**src/rtl/gcd_pkg.sv**
```systemverilog
// Shared types and defaults for the subtractive-Euclid GCD engine.
package gcd_pkg;

    localparam int unsigned GCD_WIDTH_DEFAULT = 32;

    typedef enum logic [1:0] {
        LOAD = 2'd0,
        CALC = 2'd1,
        DONE = 2'd2
    } gcd_state_t;

endpackage

```
**src/rtl/gcd_step.sv**
```systemverilog
// Combinational compare/subtract unit: one subtractive Euclid step on (a, b).
module gcd_step
    import gcd_pkg::*;
#(
    parameter int unsigned WIDTH = GCD_WIDTH_DEFAULT
) (
    input  logic [WIDTH-1:0] a,
    input  logic [WIDTH-1:0] b,
    output logic [WIDTH-1:0] next_a,
    output logic [WIDTH-1:0] next_b,
    output logic             finished,
    output logic [WIDTH-1:0] result
);

    // Zero and equal operands end the iteration; the surviving operand is the answer.
    always_comb begin
        finished = (a == '0) || (b == '0) || (a == b);
        result   = (a == '0) ? b : a;
        next_a   = a;
        next_b   = b;
        if (a > b) begin
            next_a = a - b;
        end else begin
            next_b = b - a;
        end
    end

endmodule

```
**src/rtl/gcd_calculator.sv**
```systemverilog
// Free-running GCD engine: restarts whenever x/y change, one subtract step per clock,
// result registered on gcd and updated only when a computation terminates.
module gcd_calculator
    import gcd_pkg::*;
#(
    parameter int unsigned WIDTH = GCD_WIDTH_DEFAULT
) (
    input  logic             clk,
    input  logic             reset,
    input  logic [WIDTH-1:0] x,
    input  logic [WIDTH-1:0] y,
    output logic [WIDTH-1:0] gcd
);

    gcd_state_t       state;
    gcd_state_t       state_nxt;
    logic [WIDTH-1:0] a;
    logic [WIDTH-1:0] b;
    logic [WIDTH-1:0] x_q;
    logic [WIDTH-1:0] y_q;
    logic [WIDTH-1:0] a_nxt;
    logic [WIDTH-1:0] b_nxt;
    logic [WIDTH-1:0] x_q_nxt;
    logic [WIDTH-1:0] y_q_nxt;
    logic [WIDTH-1:0] gcd_nxt;

    logic [WIDTH-1:0] step_a_c;
    logic [WIDTH-1:0] step_b_c;
    logic             step_finished_c;
    logic [WIDTH-1:0] step_result_c;
    logic             operands_changed_c;

    gcd_step #(
        .WIDTH (WIDTH)
    ) u_step (
        .a        (a),
        .b        (b),
        .next_a   (step_a_c),
        .next_b   (step_b_c),
        .finished (step_finished_c),
        .result   (step_result_c)
    );

    assign operands_changed_c = (x != x_q) || (y != y_q);

    always_ff @(posedge clk or negedge reset) begin
        if (!reset) begin
            state <= LOAD;
            a     <= '0;
            b     <= '0;
            x_q   <= '0;
            y_q   <= '0;
            gcd   <= '0;
        end else begin
            state <= state_nxt;
            a     <= a_nxt;
            b     <= b_nxt;
            x_q   <= x_q_nxt;
            y_q   <= y_q_nxt;
            gcd   <= gcd_nxt;
        end
    end

    // Next-state and datapath updates; an operand change always wins over termination.
    always_comb begin
        state_nxt = state;
        a_nxt     = a;
        b_nxt     = b;
        x_q_nxt   = x_q;
        y_q_nxt   = y_q;
        gcd_nxt   = gcd;
        unique case (state)
            LOAD: begin
                a_nxt     = x;
                b_nxt     = y;
                x_q_nxt   = x;
                y_q_nxt   = y;
                state_nxt = CALC;
            end
            CALC: begin
                if (operands_changed_c) begin
                    state_nxt = LOAD;
                end else if (step_finished_c) begin
                    gcd_nxt   = step_result_c;
                    state_nxt = DONE;
                end else begin
                    a_nxt = step_a_c;
                    b_nxt = step_b_c;
                end
            end
            DONE: begin
                if (operands_changed_c) begin
                    state_nxt = LOAD;
                end
            end
            default: begin
                state_nxt = LOAD;
            end
        endcase
    end

endmodule

```
**config.mk**
```make
export PLATFORM = sky130hd
export DESIGN_NAME = gcd_calculator
export DESIGN_NICKNAME = d
export VERILOG_FILES = /design/src/rtl/gcd_pkg.sv /design/src/rtl/gcd_step.sv /design/src/rtl/gcd_calculator.sv
export SDC_FILE = /design/constraint.sdc
export NUM_CORES = 1
export LEC_CHECK = 0
export CAP_MARGIN = 20
export CORE_ASPECT_RATIO = 0.8
export CORE_MARGIN = 2
export CORE_UTILIZATION = 35
export CTS_BUF_LIST = sky130_fd_sc_hd__clkbuf_2
export CTS_CLUSTER_DIAMETER = 150
export CTS_CLUSTER_SIZE = 14
export DETAILED_ROUTE_END_ITERATION = 10
export PLACE_DENSITY = 0.65
export SYNTH_ARGS = -nofsm -noshare
export SYNTH_HDL_FRONTEND = slang
export SYNTH_HIERARCHICAL = 1
export SYNTH_SLANG_ARGS = --single-unit
```
**constraint.sdc**
```tcl
create_clock -name clk -period 4 [get_ports clk]
set_clock_uncertainty 0.15 [all_clocks]
set_input_delay 0.8 -clock clk [delete_from_list [all_inputs] [get_ports clk]]
set_output_delay 0.8 -clock clk [all_outputs]
set_load 0.03 [all_outputs]
```
# == Word-level counts from Yosys, hierarchy flattened ==
# Cells that the tools add are included.
# Widths: inputs -> output; s select.
# classes
reduce_logical,11
n_mux,13
magnitude_cmp,1
n_eq_ne,11
n_addsub,2
n_bitwise,1
# op_table
operator,count
$mux 32,7
$pmux 32 s2,2
$logic_not 32->1,2
$ne 32x32->1,2
$sub 32x32->32,2
$eq 32x32->1,1
$gt 32x32->1,1
$ne 2x2->1 const B,4
$reduce_and 4->1,2
$mux 2,3
$pmux 2 s3,1
$logic_or 1x1->1,3
$ne 3x3->1 const B,1
$reduce_and 3->1,1
$eq 2x1->1 const B,1
$eq 2x2->1 const B,1
$logic_not 2->1,1
$ne 2x1->1 const B,1
$reduce_and 2->1,1
$reduce_bool 2->1,1
$not 1->1,1
# totals
ff_bits,162
in_bits,66

# == Logic depth before layout (Yosys ltp) ==
# Gate-level depths: netlist of the first run.
# logic_depth
depth_word,6
mapped_depth,16
depth_no_buf,14

# == Hierarchy ==
# Netlist of the first run, hierarchy kept.
# by_module_without_submodules
module,seq_area_each_um2,cells_each,n_inst,area_per_inst_um2
gcd_calculator,4053.9,790,1,7643.6
gcd_step,0.0,710,1,4508.1

# == Worst setup path before layout of the first run ==
# Ideal clock, no wire load.
# synth_timing
path_kind,reg2reg
start,register a[20]
end,register gcd[0]
t_arrival_ps,2967
synth_period_minus_slack_ps,3244
path_slack_ps,756
path_stages_with_launch,15
path_cell_list,dfrtp_1 inv_1 ha_1 clkbuf_1 nand2_1 nor2_1 nand2_1 or3_1 nor2_2 a31o_2 nand2_1 or2_2 nor2_4 buf_6 mux2_1
# synth_between
elab_chain_cells,4
# synth_lines
item,line,source
from (decl),gcd_calculator.sv:17,logic [WIDTH-1:0] a;
from (signal assigned),gcd_calculator.sv:56,a <= a_nxt;
$logic_not 32->1,gcd_step.sv:17,finished = (a == '0) || (b == '0) || (a == b);
$logic_or 1x1->1,gcd_step.sv:17,
$logic_or 1x1->1 *,gcd_step.sv:17,
net step_finished_c,gcd_calculator.sv:29,logic step_finished_c;
$reduce_and 3->1 (no source line) *,-,
to (signal assigned),gcd_calculator.sv:60,gcd <= gcd_nxt;
to (decl),gcd_calculator.sv:12,output logic [WIDTH-1:0] gcd
# Mark *: on every way through the listed nets, which the timed path passes. The rest lies on a longest branch.
# A chain may end at the register's enable or synchronous reset.

# == Final worst setup path of the first run ==
# layout_timing
start,register a[0]
end,register b[23]
# layout_between
elab_chain_cells,5
# layout_lines
item,line,source
$sub 32x32->32,gcd_step.sv:24,next_b = b - a;
$mux 32,gcd_step.sv:21,if (a > b) begin
net step_b_c[23],gcd_calculator.sv:28,logic [WIDTH-1:0] step_b_c;
$mux 32,gcd_calculator.sv:83,end else if (step_finished_c) begin
$mux 32,gcd_calculator.sv:81,if (operands_changed_c) begin
$pmux 32 s2,gcd_calculator.sv:72,unique case (state)
to (signal assigned),gcd_calculator.sv:57,b <= b_nxt;
to (decl),gcd_calculator.sv:18,logic [WIDTH-1:0] b;
# The timed path passes the listed nets, and every way through them passes these cells. The select of a mux whose other input is x is not followed.

==> results of run 1 <==
-- per-layer routing --
layer | wire (µm) | vias up | track usage, %
met5 | 13 | - | 0
met3 | 3790 | 42 | 5.18
met4 | 779 | 2 | 5.78
met2 | 16700 | 502 | 32.4
met1 | 20300 | 5565 | 35.7
li1 | - | 5354 | -
-- kinds of logic after synthesis --
family                     after synthesis  synth area share (%)
and+or+nand+nor                        545                  19.5
AOI/OAI and AO/OA                      402                  22.6
buffers and inverters                  173                  5.92
DFF                                    162                  33.4
xor gates and xnor gates               119                  8.58
adders and majority gates               65                  6.82
muxes                                   34                  3.18
-- placed cells by master (no fill, tap or decap), types with 19 or more instances in the layout --
master / synthesis / final
a21boi_0: 66 / 66
a21o_1: 28 / 28
a21oi_1: 87 / 86
buf_4: 0 / 39
clkbuf_2: 2 / 19
clkdlybuf4s50_1: 0 / 96
dfrtp_1: 162 / 161
ha_1: 63 / 63
inv_1: 74 / 74
mux2_1: 30 / 30
nand2_1: 325 / 325
nand3_1: 73 / 73
nand4_1: 27 / 27
nor2_1: 54 / 53
nor4_1: 22 / 22
o211ai_1: 67 / 67
o21ai_0: 56 / 56
o31ai_1: 36 / 36
xnor2_1: 97 / 97
xor2_1: 22 / 22
-- report_power, final --
part / leakage, µW / switching [µW] / internal [µW]
logic: 0.00387 / 688 / 479
registers: 0.00197 / 78.7 / 1710
clock network: 0.000133 / 678 / 243
total: 0.00597 / 1440 / 2430
-- registers in the layout, summed over array words and instances (netlist names) --
signal and count:
gcd 32, b 32, a 32, state 2, y_q 32, x_q 32
-- through the flow --
stage	instance area [µm²]	hold slack [ns]	cells
final	14000	0.367	2054
after global routing	14000	0.357	2052
after CTS	14000	0.378	2051
after detailed placement	13800	0.324	2018
after global placement	13800	0.320	2018
after floorplan	12200	0.317	1500
-- worst paths after layout --
check / from / endpoint / cells after the start
max in group asynchronous: reset / y_q[2] / 3
hold / removal: gcd[13] / gcd[13] / 1
setup / recovery: a[0] / b[23] / 15
setup reg to reg: a[0] / b[23] / 15
hold reg to reg: gcd[13] / gcd[13] / 1
min in group asynchronous: reset / a[17] / 2
-- area by class of cell --
type,instances,area (µm²),area share (%)
multi-input cells,1165,7420,52.9
flip-flops and latches,162,4060,28.9
repair buffers,146,1460,10.4
well taps,472,591,4.21
inverters,74,278,1.98
clock inverters,13,125,0.892
clock buffers,19,95.1,0.678
diodes,3,7.51,0.0535
-- timing repair --
action                     CTS  global route
hold buffers                 1             0
hold endpoints to repair    71             0
setup endpoints to repair    0            25
gates resized for setup      0             4
==> metrics.txt, run 1 <==
layout cells sized above 1 6.97%; Slew headroom a little over a third; worst path cell trace inv_1, ha_1, fa_1, nand2b_1, a21o_1, o2bb2ai_1, o211a_1, nor2_1, a221oi_2, a31oi_4, buf_12, nor2_1, a21oi_1, nand2_1, o211ai_1; outcome finished clean; Starting Density 35.2%; r2r setup slk between 0.1 and 0.15 ns; fmax ~260 MHz; Cell Pwr Density between 200 and 300 nW/µm²; top cell family by delay on the critical path compound AO/OA/AOI/OAI gates; leakage ~0.0060 µW; Yosys top cell by area dfrtp_1; Core Area roughly 34000 µm²; synthesized area per cell slightly above 8 µm²; Slowest Stage Delay on Critical Path roughly 0.48 ns; H-tree depth 4; final-layout fill cell count 3535; drt drc 0; CP most frequent cell nor2_1; largest net degree at the start of global routing roughly 130; main area contributors after synthesis dfrtp_1 33%, nand2_1 10%, xnor2_1 7.0%; Iteration-0 DRC Markers 1315; Setup Viol. Count Final 0; final worst setup slack roughly 0.10 ns; Max stage delay cell, worst path dfrtp_2; Req. time, crit path 4.58 ns; nets 1697; count of pins over their slew limit 0; WL/cell 20.3 µm; top_reg_cell synth dfrtp_1; worst path arrival time 4.48 ns; vias per inst between 5 and 6; Via Count approximately 11000; Synth top area share about a third; fin util between 40% and 50%; GRT Total Usage 23.2%; die height 171 µm; CP Class flip-flop to flip-flop; cell area after synthesis about 12000 µm²; Max Buffers Root-to-Sink 2; full die area ~36000 µm²; Period Utilization, post-route 97.4%; Crit. End Element flip-flop; # IOs just under 100; Port Buffers 97; gpl congestion between 0.9 and 1; #FFs+latches synth roughly 160; Die W 212 µm; final WL between 40 and 50 mm; vias in the first global route ~11000; setup repair bufs after CTS 0; GR Overflow Total 0; Worst VDD drop roughly 0.00017 V; initial antenna violation count 3; antenna viol nets, final 0; Cell Rows ~60; Slew @ Worst Pin between 0.9 and 1 ns; syn nets between 1500 and 2000; cell with the most instances after synthesis nand2_1; Synth cell types 64; total power about 3900 µW; CTS root buf clkbuf_2; startpoint types flip-flop; RSZ-0062 raised after global routing false; detailed-router iteration count before antenna repair 8; Worst-path clk slew about 0.25 ns; Post-synth EDFFs 0; pre-CTS WS roughly 0.24 ns; clock sink total approximately 160; Critical Path Fanout Max 47; synth warn 6; synthesis-to-finish area growth 15.5%; post-route setup TNS 0 ns; first-pass GRT wire length 64.0 mm; worst min path class flip-flop to flip-flop; DP Wirelength 31.0 mm; Tmin final roughly 3.9 ns; clk_lat worst skew 0.82 ns; CTS tree done; Final Hold Fails 0; CTS buffer count 17; WP buf/inv 2; most frequent cells after synthesis 325 x nand2_1, 162 x dfrtp_1, 97 x xnor2_1; Gate Count Post-Synth 1500; max-cap violation count 0; fraction of registers with async set/reset 100%; register area share after synthesis between 30% and 40%
Power figures use the tool's default switching activity.
==> inputs of run 2 (changes only) <==
CORE_UTILIZATION = 44   (was 35)
PLACE_DENSITY = 0.75   (was 0.65)
==> metrics.txt, run 2 (synthesized netlist as in run 1, its figures left out) <==
outcome finished clean; WL/cell slightly above 20 µm; Tmin final 3.86 ns; nets 1685; GRT Total Usage 27.4%; Via Count between 10000 and 15000; most frequent cells in the layout 325 x nand2_1, 162 x dfrtp_1, 97 x xnor2_1, 96 x clkdlybuf4s50_1, 86 x a21oi_1; Slew @ Worst Pin 1.04 ns; first-pass GRT wire length 61.6 mm; die height ~150 µm; switching pwr between 1500 and 2000 µW; clk_lat worst skew around 0.82 ns; Worst VDD drop just under 0.0002 V; setup repair bufs after CTS 0; leakage slightly below 0.006 µW; worst setup path endpoint b[30]; initial antenna violation count 2; final WL about 40 mm; CP startpoint b[1]; Critical Path Fanout Max 7; commonest non-fill, non-tap cell in the layout nand2_1; fmax roughly 260 MHz; Net Sw Frac about two fifths; # IOs 98; reg2reg end b[30]; vias in the first global route roughly 11000; Logic pwr share between 20% and 30%; Period Utilization, post-route ~97%; gpl congestion between 0.9 and 1; Die W 190 µm; worst path arrival time between 4 and 5 ns; drt drc 0; Port Buffers 97; DP Wirelength 29.2 mm; startpoint types flip-flop; Crit. End Element flip-flop; Setup Viol. Count Final 0; Clock Power Share around a quarter; Req. time, crit path around 4.6 ns; full die area slightly below 30000 µm²; share of total power in sequential cells around 46%; Core Area between 20000 and 30000 µm²; H-tree depth 4; r2r setup slk between 0.1 and 0.15 ns; max-cap violation count 0; Cell Pwr Density 282 nW/µm²; RSZ-0062 raised after global routing false; vias per inst slightly below 6; CTS root buf clkbuf_2; Cell Rows 54; layout cells sized above 1 about 6.3%; CP Class flip-flop to flip-flop; clock sink total about 160; Starting Density around 45%; GR Overflow Total 0; Worst-path clk slew 0.31 ns; Max Buffers Root-to-Sink 2; CTS buffer count 17; antenna viol nets, final 0; detailed-router iteration count before antenna repair 6; Iteration-0 DRC Markers 1362; final-layout fill cell count about 2600; internal power about 2400 µW; final hold slack ~0.37 ns; post-route setup TNS 0 ns; worst reg2reg path depth 13; count of pins over their slew limit 0; Final Hold Fails 0; largest net degree at the start of global routing ~130; critical register-to-register path startpoint b[1]; synthesis-to-finish area growth 13.8%; Slew headroom between 30% and 40%; CTS tree done; worst min path class input port to async pin
run 2: worst min path at each step:
| stage | end | slack, ns | depth (start not counted) |
|---|---|---|---|
| after floorplan | y_q[0] | 0.32 | 2 |
| after global placement | gcd[18] | 0.32 | 1 |
| after detailed placement | gcd[27] | 0.33 | 1 |
| after CTS | x_q[7] | 0.36 | 3 |
| after global routing | x_q[7] | 0.36 | 3 |
| final | gcd[2] | 0.37 | 2 |
run 2: repair_timing:
| action | 4_1_cts | 5_1_grt |
|---|---|---|
| endpoints found under the hold margin | 61 | 0 |
| endpoints found under the setup margin | 0 | 5 |
| resized for setup | 0 | 5 |
| hold buffers | 1 | 0 |
run 2: power by group through the flow:
stage                     clock network (µW)  registers [µW]  logic [µW]
final                                    972            1790        1150
after CTS                                994            1780        1110
after global routing                    1050            1800        1240
after detailed placement                   0            1810        1100
after floorplan                            0            1790         729
after global placement                     0            1810        1090
run 2: through the flow:
stage          area (µm²)  setup WS [ns]  utilization (%)  total power, µW  std cells
5_1_grt             13800         0.0387             50.8             4090       1933
6_report            13800          0.136             50.8             3910       1935
3_5_place_dp        13500          0.124             49.8             2910       1898
2_1_floorplan       12200          0.756                -             2520       1500
4_1_cts             13800         0.0656             50.7             3890       1931
3_3_place_gp        13500          0.189             49.8             2900       1898
run 2: layout make-up:
| type | count | area, µm² | area share [%] |
|---|---|---|---|
| Antenna cell | 4 | 10.0 | 0.0724 |
| Clock buffer | 17 | 85.1 | 0.615 |
| Clock inverter | 15 | 160 | 1.16 |
| Inverter | 74 | 278 | 2.01 |
| Multi-Input combinational cell | 1165 | 7420 | 53.6 |
| Sequential cell | 162 | 4050 | 29.3 |
| Tap cell | 364 | 455 | 3.29 |
| Timing Repair Buffer | 134 | 1370 | 9.90 |
run 2: per-layer routing:
metal / vias up / routed length [µm] / global-route usage [%]
met1: 5552 / 18400 / 42.5
met5: - / 0 / 0
li1: 5333 / - / -
met3: 48 / 4320 / 6.63
met2: 597 / 16300 / 37.7
met4: 0 / 730 / 6.42
run 2: critical path, stage by stage (launching register included):
cell      delay [ns]
dfrtp_1         0.59
inv_1           0.18
fa_1            0.47
nor2b_1         0.16
o31a_1          0.20
o41a_1          0.22
a41oi_2         0.21
o21a_1          0.28
o21ba_2         0.24
o41ai_1         0.52
xnor2_1         0.14
o21ai_0         0.17
nand2_1         0.07
o211ai_1        0.16
